===== src/rtl/pc_fetch_sequencer_if.sv =====
// ---------------------------------------------------------------------------
// pc_fetch_sequencer_if
// Bundles the three buses the fetch sequencer talks over:
//   PC register  : pc_we, pc_next (to register), pc_value (from register)
//   instr memory : mem_req, mem_addr (to memory), mem_ack, mem_rdata (back)
//   decoder      : instr_valid, instr_out (to decoder),
//                  instr_ready, jump_valid, jump_target (back)
// master = sequencer side, slave = environment side (PC reg, memory, decoder).
// ---------------------------------------------------------------------------
interface pc_fetch_sequencer_if;
    logic       pc_we;
    logic [7:0] pc_next;
    logic [7:0] pc_value;
    logic       mem_req;
    logic [7:0] mem_addr;
    logic       mem_ack;
    logic [7:0] mem_rdata;
    logic       instr_valid;
    logic [7:0] instr_out;
    logic       instr_ready;
    logic       jump_valid;
    logic [7:0] jump_target;

    modport master (
        output pc_we, pc_next, mem_req, mem_addr, instr_valid, instr_out,
        input  pc_value, mem_ack, mem_rdata, instr_ready, jump_valid, jump_target
    );

    modport slave (
        input  pc_we, pc_next, mem_req, mem_addr, instr_valid, instr_out,
        output pc_value, mem_ack, mem_rdata, instr_ready, jump_valid, jump_target
    );
endinterface


===== src/rtl/pc_fetch_sequencer.sv =====
// ---------------------------------------------------------------------------
// pc_fetch_sequencer
// Walks the core through FETCH -> DISPATCH -> UPDATE1 -> UPDATE2 per
// instruction: fetches the byte at pc_value, hands it to the decoder, then
// writes the next PC (pc_value+1 or the decoder's jump target) into the PC
// register. Owns start (run) / stop (halt_req) control and a fetch timeout
// that parks the block in a sticky FAULT state until rst.
// Ports:
//   clk, rst  : clock, asynchronous active-high reset
//   run       : level, core may execute
//   halt_req  : pulse, stop after the in-flight instruction completes
//   bus       : pc_fetch_sequencer_if.master (PC register, memory, decoder)
//   busy      : not in IDLE/FAULT
//   fault     : fetch timeout seen, sticky until rst
//   retired   : instructions completed since reset (wraps)
// ---------------------------------------------------------------------------
module pc_fetch_sequencer #(
    parameter int unsigned FETCH_TIMEOUT = 15,
    parameter int unsigned COUNT_W       = 16
) (
    input  logic                        clk,
    input  logic                        rst,
    input  logic                        run,
    input  logic                        halt_req,
    pc_fetch_sequencer_if.master        bus,
    output logic                        busy,
    output logic                        fault,
    output logic [COUNT_W-1:0]          retired
);

    typedef enum logic [2:0] {
        ST_IDLE     = 3'd0,
        ST_FETCH    = 3'd1,
        ST_DISPATCH = 3'd2,
        ST_UPDATE1  = 3'd3,
        ST_UPDATE2  = 3'd4,
        ST_FAULT    = 3'd5
    } state_t;

    // Last counter value before the timeout fires (counter counts ack-less FETCH cycles).
    localparam logic [7:0] TIMEOUT_LAST = 8'(FETCH_TIMEOUT - 1);

    state_t               state_r, state_n;
    logic [7:0]           cnt_r, cnt_n;
    logic                 halt_pend_r, halt_pend_n;
    logic                 load_instr_s;
    logic                 load_next_s;
    logic                 retire_s;
    logic [7:0]           next_pc_s;

    logic                 pc_we_r;
    logic [7:0]           pc_next_r;
    logic                 mem_req_r;
    logic                 instr_valid_r;
    logic [7:0]           instr_out_r;
    logic                 busy_r;
    logic                 fault_r;
    logic [COUNT_W-1:0]   retired_r;

    // Next-state, timeout counter, halt bookkeeping and datapath load strobes.
    always_comb begin
        state_n      = state_r;
        cnt_n        = 8'd0;
        halt_pend_n  = halt_pend_r;
        load_instr_s = 1'b0;
        load_next_s  = 1'b0;
        retire_s     = 1'b0;
        next_pc_s    = bus.jump_valid ? bus.jump_target : (bus.pc_value + 8'd1);

        // A halt request while an instruction is in flight is remembered;
        // in IDLE/FAULT it is simply dropped.
        if (halt_req && (state_r != ST_IDLE) && (state_r != ST_FAULT)) begin
            halt_pend_n = 1'b1;
        end else begin
            halt_pend_n = halt_pend_r;
        end

        case (state_r)
            ST_IDLE: begin
                if (run && !halt_req) begin
                    state_n = ST_FETCH;
                end else begin
                    state_n = ST_IDLE;
                end
            end
            ST_FETCH: begin
                if (bus.mem_ack) begin
                    load_instr_s = 1'b1;
                    state_n      = ST_DISPATCH;
                end else if (cnt_r == TIMEOUT_LAST) begin
                    state_n = ST_FAULT;
                end else begin
                    cnt_n = cnt_r + 8'd1;
                end
            end
            ST_DISPATCH: begin
                if (bus.instr_ready) begin
                    load_next_s = 1'b1;
                    state_n     = ST_UPDATE1;
                end else begin
                    state_n = ST_DISPATCH;
                end
            end
            ST_UPDATE1: begin
                state_n = ST_UPDATE2;
            end
            ST_UPDATE2: begin
                retire_s    = 1'b1;
                halt_pend_n = 1'b0;
                // halt_req arriving on this very cycle still counts.
                if (halt_pend_r || halt_req || !run) begin
                    state_n = ST_IDLE;
                end else begin
                    state_n = ST_FETCH;
                end
            end
            ST_FAULT: begin
                state_n = ST_FAULT;
            end
            default: begin
                state_n     = ST_IDLE;
                halt_pend_n = 1'b0;
            end
        endcase
    end

    // State, datapath and registered outputs; outputs are decoded from state_n
    // so they line up exactly with the state they belong to.
    always_ff @(posedge clk or posedge rst) begin
        if (rst) begin
            state_r       <= ST_IDLE;
            cnt_r         <= 8'd0;
            halt_pend_r   <= 1'b0;
            pc_we_r       <= 1'b0;
            pc_next_r     <= 8'd0;
            mem_req_r     <= 1'b0;
            instr_valid_r <= 1'b0;
            instr_out_r   <= 8'd0;
            busy_r        <= 1'b0;
            fault_r       <= 1'b0;
            retired_r     <= '0;
        end else begin
            state_r       <= state_n;
            cnt_r         <= cnt_n;
            halt_pend_r   <= halt_pend_n;
            // The PC register drops the first write cycle, so we is held across both UPDATE states.
            pc_we_r       <= (state_n == ST_UPDATE1) || (state_n == ST_UPDATE2);
            mem_req_r     <= (state_n == ST_FETCH);
            instr_valid_r <= (state_n == ST_DISPATCH);
            busy_r        <= (state_n != ST_IDLE) && (state_n != ST_FAULT);
            fault_r       <= fault_r || (state_n == ST_FAULT);
            if (load_instr_s) begin
                instr_out_r <= bus.mem_rdata;
            end
            if (load_next_s) begin
                pc_next_r <= next_pc_s;
            end
            if (retire_s) begin
                retired_r <= retired_r + COUNT_W'(1);
            end
        end
    end

    assign bus.pc_we       = pc_we_r;
    assign bus.pc_next     = pc_next_r;
    assign bus.mem_req     = mem_req_r;
    assign bus.mem_addr    = mem_req_r ? bus.pc_value : 8'h00;
    assign bus.instr_valid = instr_valid_r;
    assign bus.instr_out   = instr_out_r;
    assign busy            = busy_r;
    assign fault           = fault_r;
    assign retired         = retired_r;

endmodule


===== src/flat_wrapper.sv =====
// flat-port wrapper written by rule: the top's interface ports become plain ports
module pc_fetch_sequencer_flat 
#(
    parameter int unsigned FETCH_TIMEOUT = 15,
    parameter int unsigned COUNT_W       = 16
)
  (clk, rst, run, halt_req, busy, fault, retired, bus_pc_we, bus_pc_next, bus_mem_req, bus_mem_addr, bus_instr_valid, bus_instr_out, bus_pc_value, bus_mem_ack, bus_mem_rdata, bus_instr_ready, bus_jump_valid, bus_jump_target);
  pc_fetch_sequencer_if bus_i ();
  input  logic clk;
  input  logic rst;
  input  logic run;
  input  logic halt_req;
  output logic busy;
  output logic fault;
  output logic [COUNT_W-1:0] retired;
  output wire logic [$bits(bus_i.pc_we)-1:0] bus_pc_we;
  output wire logic [$bits(bus_i.pc_next)-1:0] bus_pc_next;
  output wire logic [$bits(bus_i.mem_req)-1:0] bus_mem_req;
  output wire logic [$bits(bus_i.mem_addr)-1:0] bus_mem_addr;
  output wire logic [$bits(bus_i.instr_valid)-1:0] bus_instr_valid;
  output wire logic [$bits(bus_i.instr_out)-1:0] bus_instr_out;
  input wire logic [$bits(bus_i.pc_value)-1:0] bus_pc_value;
  input wire logic [$bits(bus_i.mem_ack)-1:0] bus_mem_ack;
  input wire logic [$bits(bus_i.mem_rdata)-1:0] bus_mem_rdata;
  input wire logic [$bits(bus_i.instr_ready)-1:0] bus_instr_ready;
  input wire logic [$bits(bus_i.jump_valid)-1:0] bus_jump_valid;
  input wire logic [$bits(bus_i.jump_target)-1:0] bus_jump_target;
  assign bus_pc_we = bus_i.pc_we;
  assign bus_pc_next = bus_i.pc_next;
  assign bus_mem_req = bus_i.mem_req;
  assign bus_mem_addr = bus_i.mem_addr;
  assign bus_instr_valid = bus_i.instr_valid;
  assign bus_instr_out = bus_i.instr_out;
  assign bus_i.pc_value = bus_pc_value;
  assign bus_i.mem_ack = bus_mem_ack;
  assign bus_i.mem_rdata = bus_mem_rdata;
  assign bus_i.instr_ready = bus_instr_ready;
  assign bus_i.jump_valid = bus_jump_valid;
  assign bus_i.jump_target = bus_jump_target;
  pc_fetch_sequencer #(.FETCH_TIMEOUT(FETCH_TIMEOUT), .COUNT_W(COUNT_W)) u_core (.clk(clk), .rst(rst), .run(run), .halt_req(halt_req), .bus(bus_i), .busy(busy), .fault(fault), .retired(retired));
endmodule

===== config.mk =====
export PLATFORM = sky130hd
export DESIGN_NAME = pc_fetch_sequencer_flat
export DESIGN_NICKNAME = d
export VERILOG_FILES = /design/src/rtl/pc_fetch_sequencer_if.sv /design/src/rtl/pc_fetch_sequencer.sv /design/src/flat_wrapper.sv
export SDC_FILE = /design/constraint.sdc
export NUM_CORES = 1
export LEC_CHECK = 0
export ABC_CLOCK_PERIOD_IN_PS = 2250
export CORE_ASPECT_RATIO = 1.1
export CORE_MARGIN = 10
export CORE_UTILIZATION = 46
export CTS_BUF_LIST = sky130_fd_sc_hd__clkbuf_16
export CTS_CLUSTER_SIZE = 25
export DETAILED_ROUTE_END_ITERATION = 12
export PLACE_DENSITY = 0.92
export SETUP_SLACK_MARGIN = 0.05
export SLEW_MARGIN = 5
export SYNTH_ARGS = -nofsm -noshare
export SYNTH_HDL_FRONTEND = slang
export SYNTH_SLANG_ARGS = --single-unit

===== constraint.sdc =====
create_clock -name clk -period 2.25 [get_ports clk]
set_input_delay 0.225 -clock clk [delete_from_list [all_inputs] [get_ports clk]]
set_output_delay 0.225 -clock clk [all_outputs]
set_load 0.05 [all_outputs]

======== Word level (Yosys, flattened, before mapping) ========
Cells that the tools add are included.
Widths: inputs -> output; s select.
storage, ports and cells
  register bits ........................... 49
  output and inout bits ................... 45
  logic and storage cells ................. 60
  input port bits ......................... 31
operators by class
  add/sub/neg operators ................... 3
  equal/unequal tests ..................... 14
  reduce and logical (&&, ||, !) cells .... 14
  mux-type cells .......................... 18
operator list
  operator               count
  $mux 8                 5
  $pmux 3 s6             1
  $add 16x1->16 const B  1
  $add 8x1->8 const B    2
  $eq 3x2->1 const B     4
  $eq 3x3->1 const B     4
  $mux 1                 10
  $eq 8x4->1 const B     1
  $eq 3x1->1 const B     2
  $mux 3                 2
  $ne 3x3->1 const B     2
  $reduce_bool 3->1      2
  $reduce_or 5->1        1
  $logic_and 1x1->1      4
  $logic_or 1x1->1       4
  $logic_not 3->1        1
  $logic_not 1->1        2
  $ne 2x1->1 const B     1

======== Longest topological paths before layout ========
  word-level depth ........................ 6
  gate-level depth with buffers ........... 6
  gate-level depth less buffers ........... 6

======== Worst setup path after synthesis ========
OpenSTA, ideal clock, no wires.
  path type ............................... register -> register
  from .................................... register u_core.retired_r[6], in the netlist u_core.retired[6]
  to ...................................... register u_core.retired_r[13], in the netlist u_core.retired[13]
  period minus slack after synthesis ...... 1.712 ns
  data required time ...................... 2.108 ns
  cell stages (with the launch flop) ...... 5
  arrival ................................. 1.570 ns
  path buffers ............................ 0
  slack ................................... 0.538 ns
  setup time .............................. 0.142 ns
  path through ............................ dfrtp_1 nand4_1 nor4_4 nand3_1 xnor2_1
on the way
  cells in the longest elaborated chain, start to end .. 1
RTL lines
  element                 RTL line                   source
  start, declared         pc_fetch_sequencer.sv:58   logic [COUNT_W-1:0] retired_r;
  start signal, assigned  pc_fetch_sequencer.sv:159  retired_r <= retired_r + COUNT_W'(1);
  $add 16x1->16           pc_fetch_sequencer.sv:159
No other way between the ends.
A chain may end at the register's enable or synchronous reset.

======== Final worst setup path ========
  from .................................... register u_core.mem_req_r, in the netlist u_core.bus.mem_req
  to ...................................... output bus_mem_addr[7]
on the way
  cells in the longest elaborated chain, start to end .. 1
RTL lines
  element                 RTL line                   source
  start, declared         pc_fetch_sequencer.sv:53   logic mem_req_r;
  start signal, assigned  pc_fetch_sequencer.sv:148  mem_req_r <= (state_n == ST_FETCH);
  $mux 8                  pc_fetch_sequencer.sv:167  assign bus.mem_addr = mem_req_r ? bus.pc_value : 8'h00;
  end, declared           flat_wrapper.sv:19         output wire logic [$bits(bus_i.mem_addr)-1:0] bus_mem_addr;
No other way between the ends.

==> results.tsv <==
stage	metric	value	unit
critical_path	crit path from	u_core.bus.mem_req	
detailed_routing	Via-to-Cell Ratio	5.209	
yosys	Post-Syn Nets	255	
power_and_ir_drop	pwr/cell area	1199	nW/um^2
placement	DP Wirelength	4460	um
finish	Final Cell Area	3294	sq um
sta	Final setup viols	0	
placement	dpl cell area	3152	sq um
sta	final clock skew	0.008415	ns
detailed_routing	Routed WL	5750	um
floorplanning	num rows	27	
clock_tree	clk sinks	49	
yosys	unique cell type count in the Yosys netlist	41	
critical_path	slowest stage cell, crit path	clkdlybuf4s50_1	
finish	number of diodes	0	
critical_path	family with the most delay on the worst path	buffers and inverters	
critical_path	CP startpoint kind	register	
clock_tree	worst skew pair latency	0.29	ns
detailed_routing	# DRC	0	
finish	fraction of layout cells with a size suffix above 1	11.33	%
power_and_ir_drop	register share of total power	33.1	%
detailed_routing	wire per inst	16.06	um
critical_path	RR Endpoint	u_core.retired[13]	
critical_path	worst path arrival time	1.72	ns
critical_path	CP Max Fanout	9	
yosys	Mapped Cells	220	
grt	Tot GR Track Use	14.19	%
finish	Multi-input gate area	1071	sq um
critical_path	CP endpoint kind	primary output	
detailed_routing	first-pass iteration count of the detailed router	4	
yosys	Mapped Avg Cell Area	10.69	sq um
clock_tree	Setup Buffers After CTS	0	
sta	RSZ-0062 raised after global routing	no	
sta	fmax	514.4	MHz
clock_tree	CTS resizes	0	
detailed_routing	Final ANT Viol Nets	0	
sta	final hold violations	0	
sta	Slew headroom	59.74	%
sta	Setup TNS	0	ns
grt	initial antenna violation count	0	
floorplanning	DIE WIDTH	88.18	um
critical_path	depth of the worst register-to-register path	4	
floorplanning	# IOs	76	
yosys	Synth Register Bits	49	
clock_tree	clk root buf	clkbuf_16	
clock_tree	clk slew on worst S/H paths	0.06	ns
outcome	outcome	complete, no violations	
grt	GRT overflow	0	
sta	post-route minimum period	1.944	ns
placement	IO Port Bufs	75	
yosys	synthesized area	2352	sq um
yosys	YS warnings	0	
critical_path	crit-path cells	and2_1 > clkdlybuf4s50_1	
grt	pin count of the biggest net entering global routing	25	
floorplanning	die area	8377	sq um
sta	Least-Margin Pin Slew	0.5998	ns
run	Max Cap Viol	0	
critical_path	CP Class	register to primary output	
critical_path	Worst Setup EP	bus_mem_addr[7]	
finish	FF/Latch Area	1226	sq um
yosys	post-synthesis sequential area ratio	52.13	%
finish	synth-to-layout area growth	40.05	%
grt	first-pass GRT wire length	9549	um
floorplanning	Initial Utilization	47.37	%
sta	max-slew violations	0	
power_and_ir_drop	VDD IR max	0.0005194	V
grt	number of global-route vias before repair	1880	
critical_path	reg2reg setup slack	0.52	ns
floorplanning	Die Ht	95	um
sta	worst hold margin	0.2933	ns
detailed_routing	routed vias	1865	
critical_path	r2r startpoint	u_core.state_r[1]	
finish	Filler cells	372	
clock_tree	hold_buf cts	0	
power_and_ir_drop	Clock power frac	18.2	%
finish	utilization after layout	66.34	%
sta	fin crit share	86.40	%
critical_path	max incr delay on CP	0.79	ns
clock_tree	CTS H-tree depth	2	
power_and_ir_drop	Internal	0.002214	W
critical_path	Worst path depth	2	
power_and_ir_drop	Comb power frac	48.7	%
floorplanning	core area	4966	sq um
placement	RD Place Congestion	0.7910	
detailed_routing	Iter 0 DRT Violations	136	
clock_tree	CTS Buf Count	5	
critical_path	worst path bufs/invs	1	
clock_tree	CTS tree	built	
worst_hold_path	Worst Hold Class	input pin to asynchronous set/reset pin	
power_and_ir_drop	Leak	1.444	nW
power_and_ir_drop	switch share	43.97	%
critical_path	Data required, critical path	2.03	ns
power_and_ir_drop	Switching Power	0.001737	W
clock_tree	maximum clock path buffer count	2	
finish	nets	334	
-- synth_stat cells, drive strengths merged --
| cell type | number | area share, % |
|---|---|---|
| a21boi | 1 | 0.32 |
| a21oi | 7 | 1.5 |
| a221oi | 1 | 0.37 |
| and2 | 10 | 2.7 |
| and3 | 4 | 1.1 |
| and4 | 1 | 0.37 |
| buf | 4 | 1.1 |
| clkbuf | 3 | 0.48 |
| dfrtp | 49 | 52 |
| ha | 4 | 2.1 |
| inv | 5 | 0.80 |
| mux2 | 9 | 4.3 |
| mux2i | 3 | 1.3 |
| nand2 | 22 | 3.5 |
| nand2b | 2 | 0.53 |
| nand3 | 8 | 1.7 |
| nand4 | 8 | 2.1 |
| nand4b | 1 | 0.37 |
| nand4bb | 1 | 0.48 |
| nor2 | 18 | 2.9 |
| nor2b | 3 | 0.80 |
| nor3 | 5 | 1.1 |
| nor3b | 3 | 1.4 |
| nor4 | 2 | 1.4 |
| o211ai | 1 | 0.32 |
| o21a | 2 | 0.64 |
| o21ai | 7 | 1.5 |
| o22ai | 1 | 0.27 |
| o31a | 1 | 0.37 |
| o31ai | 3 | 0.96 |
| or2 | 3 | 0.80 |
| or3 | 1 | 0.27 |
| or3b | 1 | 0.48 |
| xnor2 | 14 | 5.2 |
| xor2 | 12 | 4.5 |
-- worst min-delay path by stage --
stage                       startpoint                       to  cells after the start
floorplan             bus_mem_rdata[0]  u_core.bus.instr_out[0]                      1
global placement          u_core.fault             u_core.fault                      1
detailed placement  u_core.retired[15]       u_core.retired[15]                      1
CTS                                rst       u_core.retired[15]                      2
global route                       rst       u_core.retired[15]                      2
finish                             rst       u_core.retired[15]                      2
-- routing by layer --
layer	vias up	global-route usage (%)	share of wire [%]
met1	877	16.90	41
met4	0	6.152	2.4
met2	65	23.73	49
met3	13	3.359	6.9
li1	910	-	-
met5	-	0	0
-- cell type report --
cell class / instances / share of cell area, %
flip-flops and latches: 49 / 37.22
inverters: 5 / 0.5697
well taps: 58 / 2.203
clock buffers: 5 / 3.798
repair buffers: 79 / 23.17
clock inverters: 3 / 0.5317
multi-input cells: 159 / 32.51
-- worst register-to-register path: stages, from the launching register on --
cell and delay [ns]:
dfrtp_1 0.50, or3b_4 0.48, nor4_4 0.37, nand3_1 0.14, xnor2_1 0.13
-- placed cells by master (no fill, tap or decap), types with 2 or more instances in the layout --
cell / count
o21a_1: 2
and2_1: 10
and3_1: 4
nand2_1: 22
nand4_1: 8
mux2i_1: 3
o21ai_0: 6
clkbuf_16: 5
clkdlybuf4s50_1: 68
nor3_1: 5
or2_1: 2
nor2b_1: 3
xor2_1: 12
nor3b_2: 2
o31ai_1: 3
ha_1: 4
a21oi_1: 7
nand2b_1: 2
buf_4: 11
mux2_2: 9
nor2_1: 18
xnor2_1: 14
nand3_1: 8
inv_1: 4
dfrtp_1: 49
-- state kept, by name, indices dropped and copies added (netlist names), 3 cells and up --
| name | count |
|---|---|
| u_core.bus.pc_next | 8 |
| u_core.cnt_r | 8 |
| u_core.state_r | 3 |
| u_core.retired | 16 |
| u_core.bus.instr_out | 8 |
-- stage by stage --
stage	std cells	worst slack, ns	total power [W]
6_report	358	0.3061	0.003951
5_1_grt	358	0.2627	0.004138
4_1_cts	358	0.3023	0.003997
3_5_place_dp	350	0.3786	0.003269
3_3_place_gp	350	0.3818	0.003209
2_1_floorplan	220	0.5379	0.002593
-- power by group through the flow --
stage               Combinational (W)  Clock, W  Sequential (W)
floorplan                    0.000588         0         0.00200
global placement              0.00190         0         0.00131
detailed placement            0.00194         0         0.00133
CTS                           0.00195  0.000738         0.00131
global route                  0.00202  0.000766         0.00135
finish                        0.00192  0.000718         0.00131
-- kinds of logic (layout without fill, tap and decap cells) --
family	after synthesis	in the layout	synth area share, %
multiplexers	12	12	5.585
AND/OR/NAND/NOR	93	93	21.91
flip-flops	49	49	52.13
AO/OA/AOI/OAI	24	24	6.223
XOR/XNOR	26	26	9.681
buffers and inverters	12	92	2.340
adder cells (fa/ha/maj)	4	4	2.128
Note: power is estimated with default switching activity, not from simulation.
==> edit (same flow settings) <==
`COUNT_W` is set to 16 in 2 places; all go to 12.
--- a/src/rtl/pc_fetch_sequencer.sv
+++ b/src/rtl/pc_fetch_sequencer.sv
@@ -17,5 +17,5 @@
 module pc_fetch_sequencer #(
     parameter int unsigned FETCH_TIMEOUT = 15,
-    parameter int unsigned COUNT_W       = 16
+    parameter int unsigned COUNT_W       = 12
 ) (
     input  logic                        clk,
--- a/src/flat_wrapper.sv
+++ b/src/flat_wrapper.sv
@@ -3,5 +3,5 @@
 #(
     parameter int unsigned FETCH_TIMEOUT = 15,
-    parameter int unsigned COUNT_W       = 16
+    parameter int unsigned COUNT_W       = 12
 )
   (clk, rst, run, halt_req, busy, fault, retired, bus_pc_we, bus_pc_next, bus_mem_req, bus_mem_addr, bus_instr_valid, bus_instr_out, bus_pc_value, bus_mem_ack, bus_mem_rdata, bus_instr_ready, bus_jump_valid, bus_jump_target);
Ports: changed (resized retired); port bits go from 76 to 72. The function was not compared with the original's and may differ.
==> edit against the original RTL <==
Sequential cell count is 4 lower; global-route usage is 1.0 points lower; setup slack better by 110 ps; maximum frequency is 6.2% higher; routed wire length is 14% lower; area after synthesis is 8.2% lower; total power is 4.4% lower; final area is 7.7% lower; critical path type unchanged; critical endpoint is now bus_mem_req; largest cell class unchanged; highest routed layer unchanged.
==> edit: results (changes against the original RTL) <==
\begin{tabular}{lr}
\hline
Metric & Value \\
\hline
\multicolumn{2}{l}{\textbf{Place}} \\
\quad Final RePlAce weighted congestion & 0.787 (-0.56\%) \\
\quad Port bufs & 71 (-5.3\%) \\
\quad DP Wirelength & 3.95 mm (-11\%) \\
\multicolumn{2}{l}{\textbf{Outcome}} \\
\quad Outcome & finished clean \\
\multicolumn{2}{l}{\textbf{Final layout}} \\
\quad Fill cell instance count of the final layout & 368 (-1.1\%) \\
\quad Fraction of layout cells with a size suffix above 1 & 0.118 (+0.00431) \\
\multicolumn{2}{l}{\textbf{Yosys}} \\
\quad Part of the Yosys area used for sequential elements & 0.522 (about the same) \\
\quad Area fraction in compound gates after synthesis & 0.0701 (+0.00791) \\
\quad Synthesized netlist net count & 232 (-9.0\%) \\
\quad Post-synthesis cell count & 197 (-10\%) \\
\quad Cell variety after synth & 38 (-7.3\%) \\
\quad Leading post-synthesis cells by cell area & sky130\_fd\_sc\_hd\_\_dfrtp\_1 52\%, sky130\_fd\_sc\_hd\_\_xnor2\_1 6.1\%, sky130\_fd\_sc\_hd\_\_mux2\_2 4.7\% \\
\multicolumn{2}{l}{\textbf{GRT}} \\
\quad Global-route wire length before repair & 8.66 mm (-9.3\%) \\
\quad Vias in the first global route & 1824 (-3.0\%) \\
\quad Met3 capacity usage during global routing & 0.0496 (+0.0160) \\
\quad Maximum number of pins on one net before global-route repair & 32 (+28\%) \\
\multicolumn{2}{l}{\textbf{Route}} \\
\quad DRT met1 WL & 2.05 mm (-13\%) \\
\quad Length of routed met2 wiring & 2.40 mm (-16\%) \\
\quad Final routed wire length divided by cell count & 15.1 um (-6.2\%) \\
\quad Total number of vias & 1684 (-9.7\%) \\
\multicolumn{2}{l}{\textbf{Timing}} \\
\quad Final worst clock skew & 2.97 ps (-5.44 ps) \\
\multicolumn{2}{l}{\textbf{Pwr}} \\
\quad Static leakage power & 1.32 nW (-8.7\%) \\
\quad Highest ir drop seen on vdd & 478 uV (-8.0\%) \\
\multicolumn{2}{l}{\textbf{Critical path}} \\
\quad Highest cell delay on the worst timing path & 860 ps (+70 ps) \\
\quad Crit path DAT & 1610 ps (-110 ps) \\
\quad Endpoint of the most critical setup path & bus\_mem\_req \\
\hline
\end{tabular}
edit: report_power, final:
part	leakage, nW	internal [W]	switching (W)	total, W
clock	0.0687	0.000401	0.000275	0.000676
sequential	0.581	0.00104	0.000199	0.00124
combinational	0.668	0.000678	0.00118	0.00186
edit: area by class of cell:
cell class	count	share of cell area
Clock inverter	3	0.00411
Clock buffer	5	0.0411
Timing Repair Buffer	75	0.237
Sequential cell	45	0.370
Inverter	4	0.00494
Multi-Input combinational cell	140	0.320
Tap cell	56	0.0230
edit: metrics by stage:
stage | hold WS [ps] | instance area, um^2 | util | setup slack [ps]
final | 365 | 3040 | 0.663 | 420
after global routing | 439 | 3040 | 0.663 | 325
after CTS | 387 | 3040 | 0.663 | 390
after detailed placement | 453 | 2900 | 0.633 | 430
after global placement | 448 | 2900 | 0.633 | 498
after floorplan | 377 | 2160 | - | 581
